[config.mk]
export PLATFORM = sky130hd
export DESIGN_NAME = gray_counter_conv
export DESIGN_NICKNAME = d
export VERILOG_FILES = /design/src/rtl/gray_counter_conv.sv
export SDC_FILE = /design/constraint.sdc
export NUM_CORES = 1
export LEC_CHECK = 0
export ABC_AREA = 1
export CORE_MARGIN = 10
export CORE_UTILIZATION = 35
export CTS_CLUSTER_SIZE = 16
export DETAILED_ROUTE_END_ITERATION = 7
export GPL_TIMING_DRIVEN = 1
export PLACE_DENSITY = 0.68
export SYNTH_ARGS = -nofsm -noshare
export SYNTH_HDL_FRONTEND = slang
export SYNTH_SLANG_ARGS = --single-unit
[constraint.sdc]
create_clock -name clk -period 3 [get_ports clk]
set_input_delay 0.45 -clock clk [delete_from_list [all_inputs] [get_ports clk]]
set_output_delay 0.45 -clock clk [all_outputs]
set_load 0.01 [all_outputs]
[src/rtl/gray_counter_conv.sv]
`default_nettype none
// ============================================================================
// Module   : gray_counter_conv
// Brief    : Up/down binary+Gray counter with load, plus an independent
//            valid/ready binary<->Gray conversion channel.
// Revision : 1.0
// ============================================================================
module gray_counter_conv #(
   parameter int               WIDTH     = 4,
   parameter logic [WIDTH-1:0] RESET_VAL = '0
) (
   input  logic             clk,
   input  logic             rst_n,
   input  logic             en,
   input  logic             up,
   input  logic             load,
   input  logic [WIDTH-1:0] load_val,
   output logic [WIDTH-1:0] bin_out,
   output logic [WIDTH-1:0] gray_out,
   output logic             wrap,
   input  logic             conv_mode,
   input  logic             conv_in_valid,
   input  logic [WIDTH-1:0] conv_in_data,
   output logic             conv_in_ready,
   output logic             conv_out_valid,
   output logic [WIDTH-1:0] conv_out_data,
   input  logic             conv_out_ready
);

   function automatic logic [WIDTH-1:0] bin2gray(input logic [WIDTH-1:0] b);
      return b ^ (b >> 1);
   endfunction

   function automatic logic [WIDTH-1:0] gray2bin(input logic [WIDTH-1:0] g);
      logic [WIDTH-1:0] b;
      b[WIDTH-1] = g[WIDTH-1];
      for (int i = WIDTH - 2; i >= 0; i--) begin
         b[i] = b[i+1] ^ g[i];
      end
      return b;
   endfunction

   localparam logic [WIDTH-1:0] c_reset_gray = RESET_VAL ^ (RESET_VAL >> 1);
   localparam logic [WIDTH-1:0] c_all_ones   = '1;
   localparam logic [WIDTH-1:0] c_one        = {{(WIDTH-1){1'b0}}, 1'b1};

   // ---------------------------------------------------------------- counter
   logic [WIDTH-1:0] r_bin;
   logic [WIDTH-1:0] r_gray;
   logic             r_wrap;
   logic [WIDTH-1:0] w_bin_next;
   logic             w_wrap_next;

   // Next value computed once so both registers load from the same source;
   // gray_out is never re-derived from the bin_out register.
   always_comb begin
      w_bin_next  = r_bin;
      w_wrap_next = 1'b0;
      if (load) begin
         w_bin_next = load_val;
      end else if (en) begin
         if (up) begin
            w_bin_next  = r_bin + c_one;
            w_wrap_next = (r_bin == c_all_ones);
         end else begin
            w_bin_next  = r_bin - c_one;
            w_wrap_next = (r_bin == '0);
         end
      end
   end

   always_ff @(posedge clk or negedge rst_n) begin
      if (!rst_n) begin
         r_bin  <= RESET_VAL;
         r_gray <= c_reset_gray;
         r_wrap <= 1'b0;
      end else begin
         r_bin  <= w_bin_next;
         r_gray <= bin2gray(w_bin_next);
         r_wrap <= w_wrap_next;
      end
   end

   assign bin_out  = r_bin;
   assign gray_out = r_gray;
   assign wrap     = r_wrap;

   // -------------------------------------------------------------- converter
   logic             r_out_valid;
   logic [WIDTH-1:0] r_out_data;
   logic             w_accept;

   // Only conv_out_ready reaches conv_in_ready combinationally.
   assign conv_in_ready = !r_out_valid || conv_out_ready;
   assign w_accept      = conv_in_valid && conv_in_ready;

   always_ff @(posedge clk or negedge rst_n) begin
      if (!rst_n) begin
         r_out_valid <= 1'b0;
         r_out_data  <= '0;
      end else if (w_accept) begin
         r_out_valid <= 1'b1;
         r_out_data  <= conv_mode ? gray2bin(conv_in_data) : bin2gray(conv_in_data);
      end else if (conv_out_ready) begin
         r_out_valid <= 1'b0;
      end
   end

   assign conv_out_valid = r_out_valid;
   assign conv_out_data  = r_out_data;

endmodule
`default_nettype wire

==> reports/qor.csv, run 1 <==
stage,metric,value,unit
setup_path,Critical path buffers and inverters,3,
setup_path,Critical Path Start Type,input pin,
global_routing,first-pass GRT wire length,2.88,mm
routing,DRT Pass-1 Iters,4,
setup_path,Worst Path Arrival,1580,ps
global_routing,largest net degree at the start of global routing,14,
layout,Post-Layout Cell Count,156,
synth,mean post-synth cell area,7.72,um2
timing,RSZ-0062 raised after global routing,no,
clock_network,"Clk Latency, worst-skew pair",270,ps
timing,Worst Tran Pin Value,571,ps
clock_network,CTS resizes,0,
die,die height,66.0,um
timing,post-layout minimum cycle time,2030,ps
routing,post-route ant nets,0,
place,placed cells,152,
routing,Initial DRC Count,14,
setup_path,crit end category,output pin,
synth,syn_nets,115,
timing,Setup Viol. Count Final,0,
timing,Layout Skew,4.50,ps
synth,Mapped Cells,96,
timing,Slew headroom,0.618,
clock_network,clock transition at the registers of the reported paths,70,ps
status,status,"finished, final reports clean",
pwr,leakage power,0.539,nW
layout,Nets,149,
place,# port buffers,30,
setup_path,worst setup path startpoint,conv_out_ready,
layout,# diodes,0,
routing,total number of vias,671,
setup_path,Worst path slowest cell,clkdlybuf4s50_1,
die,IO Pins,31,
setup_path,worst r2r dst,gray_out[1]$_DFF_PN0_,
pwr,PwrDens,467,nW/um2
timing,Hold Fails Final Rpt,0,
clock_network,cts bufs inserted,3,
layout,final instance area,1090,um2
global_routing,GR Overflow Total,0,
clock_network,hold_buf cts,0,
timing,final slew viol count,0,
setup_path,Most common cell on crit path,clkdlybuf4s50_1,
layout,Fillers,186,
setup_path,Critical Path Stages,4,
timing,final worst path period share,0.676,
routing,WL/cell,11.3,um
global_routing,Tot GR Track Use,0.0828,
layout,Layout area overhead,47.6,%
layout,proportion of layout cells with a drive suffix above 1,0.101,
die,Core Footprint,1980,um2
timing,setup TNS,0,ps
setup_path,reg2reg path depth,6,
routing,# DRC,0,
setup_path,crit-path max FO,3,
setup_path,cell family with most CP delay,buffers and inverters,
synth,Mapped Area,741,um2
synth,Yosys reg bits,13,
global_routing,vias in the first global route,637,
setup_path,worst setup path end,conv_in_ready,
setup_path,Worst EP required,2550,ps
clock_network,Root Driver,clkbuf_4,
die,Die ar.,4360,um2
clock_network,Sink Count,13,
place,gp weighted congestion,0.804,
place,post-DP HPWL,1.48,mm
worst_hold_path,Worst Hold Class,flip-flop to flip-flop,
routing,final wirelength,1.77,mm
setup_path,critical path's largest stage delay,550,ps
clock_network,CTS HTree Levels,1,
synth,"Distinct cells, synth",22,
setup_path,Crit Path Class,input pin to output pin,
synth,post-synthesis sequential area ratio,0.439,
synth,Synthesis Warnings,0,
clock_network,CTS tree,yes,
die,chip width,66.0,um
clock_network,# Post-CTS Setup Buffers,0,
setup_path,critical-path cell list,clkdlybuf4s50_1 > inv_1 > nand2_1 > clkdlybuf4s50_1,
clock_network,CTS Buffer Depth,2,
die,Initial Util,0.374,
setup_path,reg2reg setup slack,1430,ps
layout,Final Util,0.552,
global_routing,initial antenna violation count,0,
pwr,"IR drop worst, VDD",376,uV
die,row cnt,16,
timing,fmax,493,MHz
routing,DR vias/cell,4.30,
setup_path,worst r2r src,bin_out[0]$_DFF_PN0_,
place,"Cell Area, Placed",1070,um2
run,max-cap violations,0,
[through the flow]
| step | power [mW] | setup WS, ps | hold slack (ps) |
|---|---|---|---|
| 5_1_grt | 0.556 | 925 | 542 |
| 3_5_place_dp | 0.415 | 798 | 469 |
| 4_1_cts | 0.523 | 964 | 485 |
| 2_1_floorplan | 0.313 | 1450 | 154 |
| 6_report | 0.511 | 973 | 477 |
| 3_3_place_gp | 0.412 | 807 | 465 |
[worst min path at each step]
| stage | start | endpoint | slack (ps) | cells after the start |
|---|---|---|---|---|
| after global routing | conv_out_data[0]$_DFFE_PN0P_ | conv_out_data[0]$_DFFE_PN0P_ | 540 | 2 |
| after floorplan | rst_n | bin_out[0]$_DFF_PN0_ | 150 | 0 |
| final | conv_out_data[0]$_DFFE_PN0P_ | conv_out_data[0]$_DFFE_PN0P_ | 480 | 2 |
| after detailed placement | conv_out_data[0]$_DFFE_PN0P_ | conv_out_data[0]$_DFFE_PN0P_ | 470 | 2 |
| after global placement | conv_out_data[0]$_DFFE_PN0P_ | conv_out_data[0]$_DFFE_PN0P_ | 470 | 2 |
| after CTS | conv_out_data[0]$_DFFE_PN0P_ | conv_out_data[0]$_DFFE_PN0P_ | 490 | 2 |
[worst min-delay path, cell delays in order, from the launching register on]
cell and delay [ps]:
dfrtp_1 340, nand2_1 50, nand2_1 60
[layout make-up]
class,instances,area (um2),share of cell area
multi-input cells,65,344,0.315
flip-flops and latches,13,325,0.297
repair buffers,30,300,0.275
inverters,17,63.8,0.0584
well taps,27,33.8,0.0309
clock buffers,4,26.3,0.0240
[report_power, final]
part | switching [mW] | internal [mW]
Sequential | 0.0201 | 0.202
Combinational | 0.0842 | 0.102
Clock | 0.0511 | 0.0515
[state kept, by name, summed over array words and instances, names as in the netlist]
register and count:
conv_out_data 4, bin_out 4, gray_out 3, wrap 1, conv_out_valid 1
[cell usage after synthesis (all sizes together)]
cell type,number,area [um2]
a21oi,3,15.0
a31oi,1,6.26
a41oi,1,8.76
buf,1,7.51
dfrtp,13,325
fa,1,20.0
ha,2,25.0
inv,17,63.8
nand2,32,120
nand3,7,35.0
nor2,3,11.3
nor3,2,10.0
o211ai,1,7.51
o21a,1,8.76
o21ai,5,28.8
or2,2,12.5
xnor2,2,17.5
xor2,2,17.5
[cell usage in the layout, fill, tap and decap left out, types with 2 or more instances in the layout]
cell	n
inv_2	7
clkbuf_4	3
ha_1	2
nor3_1	2
dfrtp_1	13
o21ai_0	2
a21oi_1	3
nand2_1	32
nand3_1	7
xor2_1	2
nor2_1	3
clkdlybuf4s50_1	30
inv_1	10
o21ai_1	2
xnor2_1	2
[metal layers]
| layer | GRT usage | wire length [um] | vias to the layer above |
|---|---|---|---|
| li1 | - | - | 366 |
| met1 | 0.0814 | 710 | 284 |
| met2 | 0.149 | 889 | 19 |
| met3 | 0.0424 | 159 | 2 |
| met4 | 0.0236 | 7 | 0 |
| met5 | 0 | 0 | - |
[cells by family after synthesis]
family / Yosys count / synth area share
flip-flops: 13 / 0.439
AND/OR/NAND/NOR: 46 / 0.255
adder cells (fa/ha/maj): 3 / 0.0608
buffers and inverters: 18 / 0.0963
AO/OA/AOI/OAI: 12 / 0.101
XOR/XNOR: 4 / 0.0473
No activity file was read; power rests on OpenSTA's default activity.
==> run 2, diff against run 1 <==
Settings changed: PLACE_DENSITY 0.68 to 0.7.
Clock period 3 ns to 1.7 ns, I/O delays scaled along.
==> run 2 against run 1 <==
First-iteration DRC count is 29% lower. Combinational power up 87%. Critical path type unchanged. Sequential cell count is the same. Total power rose by 81%. Clock skew is 0.59 ps lower. Worst hold slack got worse by 140 ps. Clock power rose by 84%. Sequential share of layout area decreased by 0.86 points.
==> reports/qor.csv, run 2 (synthesis results as in run 1) <==
stage,metric,value,unit,change
die,Die ar.,4360,um2,unchanged
place,post-DP HPWL,1.53,mm,+3.6%
clock_network,clock transition at the registers of the reported paths,80,ps,about the same
routing,WL/cell,11.1,um,-2.3%
global_routing,largest net degree at the start of global routing,14,,unchanged
setup_path,worst setup path startpoint,conv_out_ready,,
pwr,"IR drop worst, VDD",568,uV,+51%
routing,# DRC,0,,unchanged
routing,total number of vias,692,,+3.1%
worst_hold_path,Worst Hold Class,input pin to asynchronous set/reset pin,,
die,Core Footprint,1980,um2,unchanged
layout,Final Util,0.568,,+0.0164
layout,Layout area overhead,52.0,%,
clock_network,CTS Buffer Depth,2,,unchanged
timing,Setup Viol. Count Final,0,,unchanged
timing,Hold Fails Final Rpt,0,,unchanged
setup_path,crit-path max FO,3,,unchanged
setup_path,worst r2r src,bin_out[1]$_DFF_PN0_,,
status,status,"finished, final reports clean",,
place,DP Worst Slack,-239,ps,-1040 ps
clock_network,Root Driver,clkbuf_4,,
setup_path,Worst EP required,1440,ps,-1110 ps
timing,final slew viol count,0,,unchanged
routing,Initial DRC Count,10,,-4
setup_path,Worst Path Arrival,1370,ps,-210 ps
setup_path,Critical Path Start Type,input pin,,
global_routing,GR Overflow Total,0,,unchanged
layout,Nets,153,,+2.7%
place,# port buffers,30,,unchanged
clock_network,"Clk Latency, worst-skew pair",270,ps,about the same
routing,DRT Pass-1 Iters,3,,-1
layout,"commonest cells after routing, fill and taps aside","nand2_1 (32), clkdlybuf4s50_1 (29), dfrtp_1 (13)",,
timing,Worst Tran Pin Value,559,ps,-12.2 ps
global_routing,vias in the first global route,643,,+0.94%
die,row cnt,16,,unchanged
layout,# diodes,0,,unchanged
clock_network,hold_buf cts,0,,unchanged
die,Initial Util,0.374,,unchanged
layout,proportion of layout cells with a drive suffix above 1,0.128,,+0.0270
timing,fmax,614,MHz,
run,max-cap violations,0,,unchanged
routing,DR vias/cell,4.33,,+0.55%
clock_network,Sink Count,13,,unchanged
pwr,PwrDens,820,nW/um2,+76%
timing,RSZ-0062 raised after global routing,no,,
clock_network,CTS tree,yes,,
die,die height,66.0,um,unchanged
global_routing,first-pass GRT wire length,2.74,mm,-4.8%
setup_path,Crit Path Class,input pin to output pin,,
pwr,leakage power,0.568,nW,+5.2%
global_routing,initial antenna violation count,0,,unchanged
clock_network,CTS HTree Levels,1,,unchanged
die,chip width,66.0,um,unchanged
clock_network,# Post-CTS Setup Buffers,0,,unchanged
setup_path,crit end category,output pin,,
global_routing,Tot GR Track Use,0.0787,,-0.00409
timing,final worst path period share,0.958,,
clock_network,cts bufs inserted,3,,unchanged
timing,post-layout minimum cycle time,1630,ps,
place,gp weighted congestion,0.851,,+5.9%
timing,Slew headroom,0.626,,+0.00819
timing,Final WS setup,71.5,ps,-902 ps
routing,final wirelength,1.77,mm,+0.23%
die,IO Pins,31,,unchanged
routing,post-route ant nets,0,,unchanged
pwr,Design Power,0.924,mW,+81%
layout,"most common cell after layout, fill and taps aside",nand2_1,,
timing,Layout Skew,3.91,ps,-0.589 ps
-- run 2: worst paths after layout --
kind                            slack [ps]                      endpoint  cells past startpoint
worst min-delay path                   340                wrap$_DFF_PN0_                      1
worst max register to register         160         gray_out[1]$_DFF_PN0_                      6
min in group clk                       420                wrap$_DFF_PN0_                      4
worst min register to register         490  conv_out_data[2]$_DFFE_PN0P_                      2
max in group asynchronous             1000          bin_out[0]$_DFF_PN0_                      1
worst max-delay path                    70                 conv_in_ready                      4
-- run 2: power breakdown --
group / switching [mW] / total, mW / leakage, nW / internal, mW
clock: 0.0988 / 0.190 / 0.0150 / 0.0910
sequential: 0.0312 / 0.387 / 0.154 / 0.356
combinational: 0.157 / 0.347 / 0.398 / 0.190
-- run 2: final cells by class --
class / instances / area [um2]
clock buffers: 4 / 26.3
inverters: 17 / 63.8
fillers: 181 / 856
repair buffers: 34 / 333
well taps: 27 / 33.8
flip-flops and latches: 13 / 325
multi-input cells: 65 / 344
-- run 2: repair_timing --
action                                 4_1_cts  5_1_grt
setup endpoints to repair                    0        2
endpoints found under the hold margin        0        0
resized for setup                            0        1
-- run 2: critical path, cell delays in order --
cell,delay [ps]
clkdlybuf4s50_1,450
inv_1,30
nand2_1,80
clkdlybuf4s50_1,550
-- run 2: per-layer routing --
layer  track usage  up-vias  part of all wire
met5             0        -                 0
li1              -      375                 -
met2         0.147       16              0.53
met4        0.0236        0                 0
met1        0.0805      301              0.42
met3        0.0254        0             0.052
-- run 2: stage by stage --
step                setup TNS, ps  instance area (um2)  hold slack [ps]  std cells
global route                    0                 1130              374        160
global placement             -844                 1100              466        156
CTS                             0                 1120              353        160
finish                          0                 1130              335        160
floorplan                       0                  741            -40.6         96
detailed placement           -908                 1100              478        156
==> run 3, diff against run 2 <==
Settings changed: CELL_PAD_IN_SITES_DETAIL_PLACEMENT set to 0, CELL_PAD_IN_SITES_GLOBAL_PLACEMENT set to 1, CORE_UTILIZATION 35 to 26, PLACE_DENSITY 0.7 to unset, PLACE_DENSITY_LB_ADDON set to 0.1, REMOVE_ABC_BUFFERS set to 1.
==> run 3 against run 2 <==
Sequential share of layout area decreased by 0.75 points. Worst hold slack got worse by 54 ps. Sequential cell count unchanged. Cell area increased by 2.7%. Count of clock-buffer cells in the layout unchanged. Critical endpoint unchanged. Highest routed layer is now met4.
==> reports/qor.csv, run 3 (synthesis results as in run 1) <==
stage,metric,value,unit,change
clock_network,cts bufs inserted,3,,unchanged
timing,hold slack,281,ps,-53.9 ps
place,post-DP HPWL,1.59,mm,+3.7%
global_routing,initial antenna violation count,0,,unchanged
layout,Post-Layout Cell Count,167,,+4.4%
timing,Layout Skew,1.28,ps,-2.63 ps
die,chip width,73.4,um,+11%
pwr,PwrDens,807,nW/um2,-1.6%
timing,Slew headroom,0.854,,+0.228
clock_network,CTS HTree Levels,1,,unchanged
timing,post-layout minimum cycle time,1630,ps,-0.453 ps
timing,fmax,614,MHz,about the same
clock_network,clock transition at the registers of the reported paths,80,ps,about the same
timing,Final WS setup,71.9,ps,+0.453 ps
layout,area of the multi-input gates,347,um2,+0.73%
global_routing,first-pass GRT wire length,3.37,mm,+23%
global_routing,largest net degree at the start of global routing,14,,unchanged
routing,DR vias/cell,4.27,,-1.3%
pwr,leakage power,0.582,nW,+2.6%
timing,final worst path period share,0.958,,about the same
layout,Nets,156,,+2.0%
setup_path,Worst Path Arrival,1370,ps,about the same
worst_hold_path,Worst Hold Class,input pin to asynchronous set/reset pin,,
die,die height,73.4,um,+11%
timing,RSZ-0062 raised after global routing,no,,
global_routing,vias in the first global route,764,,+19%
routing,WL/cell,11.3,um,+2.1%
die,Core Footprint,2730,um2,+38%
status,status,"finished, final reports clean",,
layout,Layout area overhead,56.1,%,
run,max-cap violations,0,,unchanged
setup_path,crit-path max FO,3,,unchanged
place,DP Worst Slack,-241,ps,-1.68 ps
clock_network,"Clk Latency, worst-skew pair",270,ps,about the same
die,Die ar.,5380,um2,+24%
routing,Initial DRC Count,17,,+7
layout,final instance area,1160,um2,+2.7%
layout,sequential cell area,325,um2,unchanged
setup_path,Worst path slowest cell,clkdlybuf4s50_1,,
setup_path,Worst EP required,1440,ps,about the same
setup_path,Critical path buffers and inverters,3,,unchanged
layout,Fillers,279,,+54%
die,row cnt,19,,+3
routing,total number of vias,713,,+3.0%
die,IO Pins,31,,unchanged
clock_network,Sink Count,13,,unchanged
place,gp weighted congestion,0.858,,+0.82%
place,# port buffers,30,,unchanged
clock_network,CTS Buffer Depth,2,,unchanged
setup_path,crit end category,output pin,,
timing,final slew viol count,0,,unchanged
routing,final wirelength,1.89,mm,+6.6%
die,Initial Util,0.271,,-0.103
clock_network,Root Driver,clkbuf_4,,
routing,DRT Pass-1 Iters,4,,+1
setup_path,Most common cell on crit path,clkdlybuf4s50_1,,
routing,# DRC,0,,unchanged
routing,post-route ant nets,0,,unchanged
timing,Worst Tran Pin Value,218,ps,-341 ps
setup_path,Critical Path Start Type,input pin,,
setup_path,critical path's largest stage delay,550,ps,about the same
global_routing,GR Overflow Total,0,,unchanged
layout,"commonest cells after routing, fill and taps aside","nand2_1 (31), clkdlybuf4s50_1 (29), dfrtp_1 (13)",,
layout,"most common cell after layout, fill and taps aside",nand2_1,,
global_routing,Tot GR Track Use,0.0788,,+0.000172
timing,setup TNS,0,ps,unchanged
layout,# diodes,0,,unchanged
timing,Hold Fails Final Rpt,0,,unchanged
place,placed cells,163,,+4.5%
clock_network,CTS tree,yes,,
pwr,"IR drop worst, VDD",549,uV,-3.4%
place,"Cell Area, Placed",1120,um2,+2.5%
setup_path,cell family with most CP delay,buffers and inverters,,
layout,proportion of layout cells with a drive suffix above 1,0.154,,+0.0266
timing,Setup Viol. Count Final,0,,unchanged
setup_path,Crit Path Class,input pin to output pin,,
setup_path,critical-path cell list,clkdlybuf4s50_1 > inv_1 > nand2_1 > clkdlybuf4s50_1,,
[run 3: cell types whose count changed in the layout (fill, tap and decap cells not counted), sizes merged]
cell / change
buf: +3
[run 3: area by class of cell]
type | count | share of cell area
Inverter | 17 | 0.0552
Timing Repair Buffer | 37 | 0.307
Multi-Input combinational cell | 65 | 0.300
Clock buffer | 4 | 0.0227
Tap cell | 31 | 0.0335
Sequential cell | 13 | 0.281
[run 3: repair_timing]
item | in CTS | in global routing
hold buffers | 0 | 0
setup endpoints to repair | 0 | 4
resized for setup | 0 | 2
hold endpoints to repair | 0 | 0
setup buffers | 0 | 0
[run 3: through the flow]
stage	power [mW]	utilization
global route	1.02	0.423
CTS	0.954	0.421
detailed placement	0.756	0.411
global placement	0.758	0.411
finish	0.933	0.423
floorplan	0.548	-
[run 3: worst reg2reg max path, delay by kind of cell, from the launching register on]
kind | cells | cell delay (ps)
AO/OA/AOI/OAI | 1 | 140
adder cells (fa/ha/maj) | 1 | 510
flip-flops | 1 | 450
XOR/XNOR | 1 | 160
AND/OR/NAND/NOR | 3 | 180
[run 3: path summary, 6_finish.rpt]
kind                                              start                      endpoint  slack, ps  depth (start not counted)
min reg2reg                conv_out_data[0]$_DFFE_PN0P_  conv_out_data[0]$_DFFE_PN0P_        490                          2
max                                      conv_out_ready                 conv_in_ready         70                          4
max reg2reg                        bin_out[1]$_DFF_PN0_         gray_out[1]$_DFF_PN0_        150                          6
max in group asynchronous                         rst_n                wrap$_DFF_PN0_       1260                          2
min in group clk                                     up                wrap$_DFF_PN0_        450                          4
min                                               rst_n         gray_out[2]$_DFF_PN0_        280                          2
[run 3: power breakdown]
part | internal, mW | switching (mW)
Clock | 0.0908 | 0.0973
Sequential | 0.356 | 0.0316
Combinational | 0.197 | 0.160
Total | 0.644 | 0.289
[run 3: layer usage]
layer,share of wire,global-route usage,vias up
met5,0,0,-
met4,0.011,0.0311,0
met2,0.44,0.122,21
met1,0.43,0.0882,312
li1,-,-,378
met3,0.11,0.0431,2
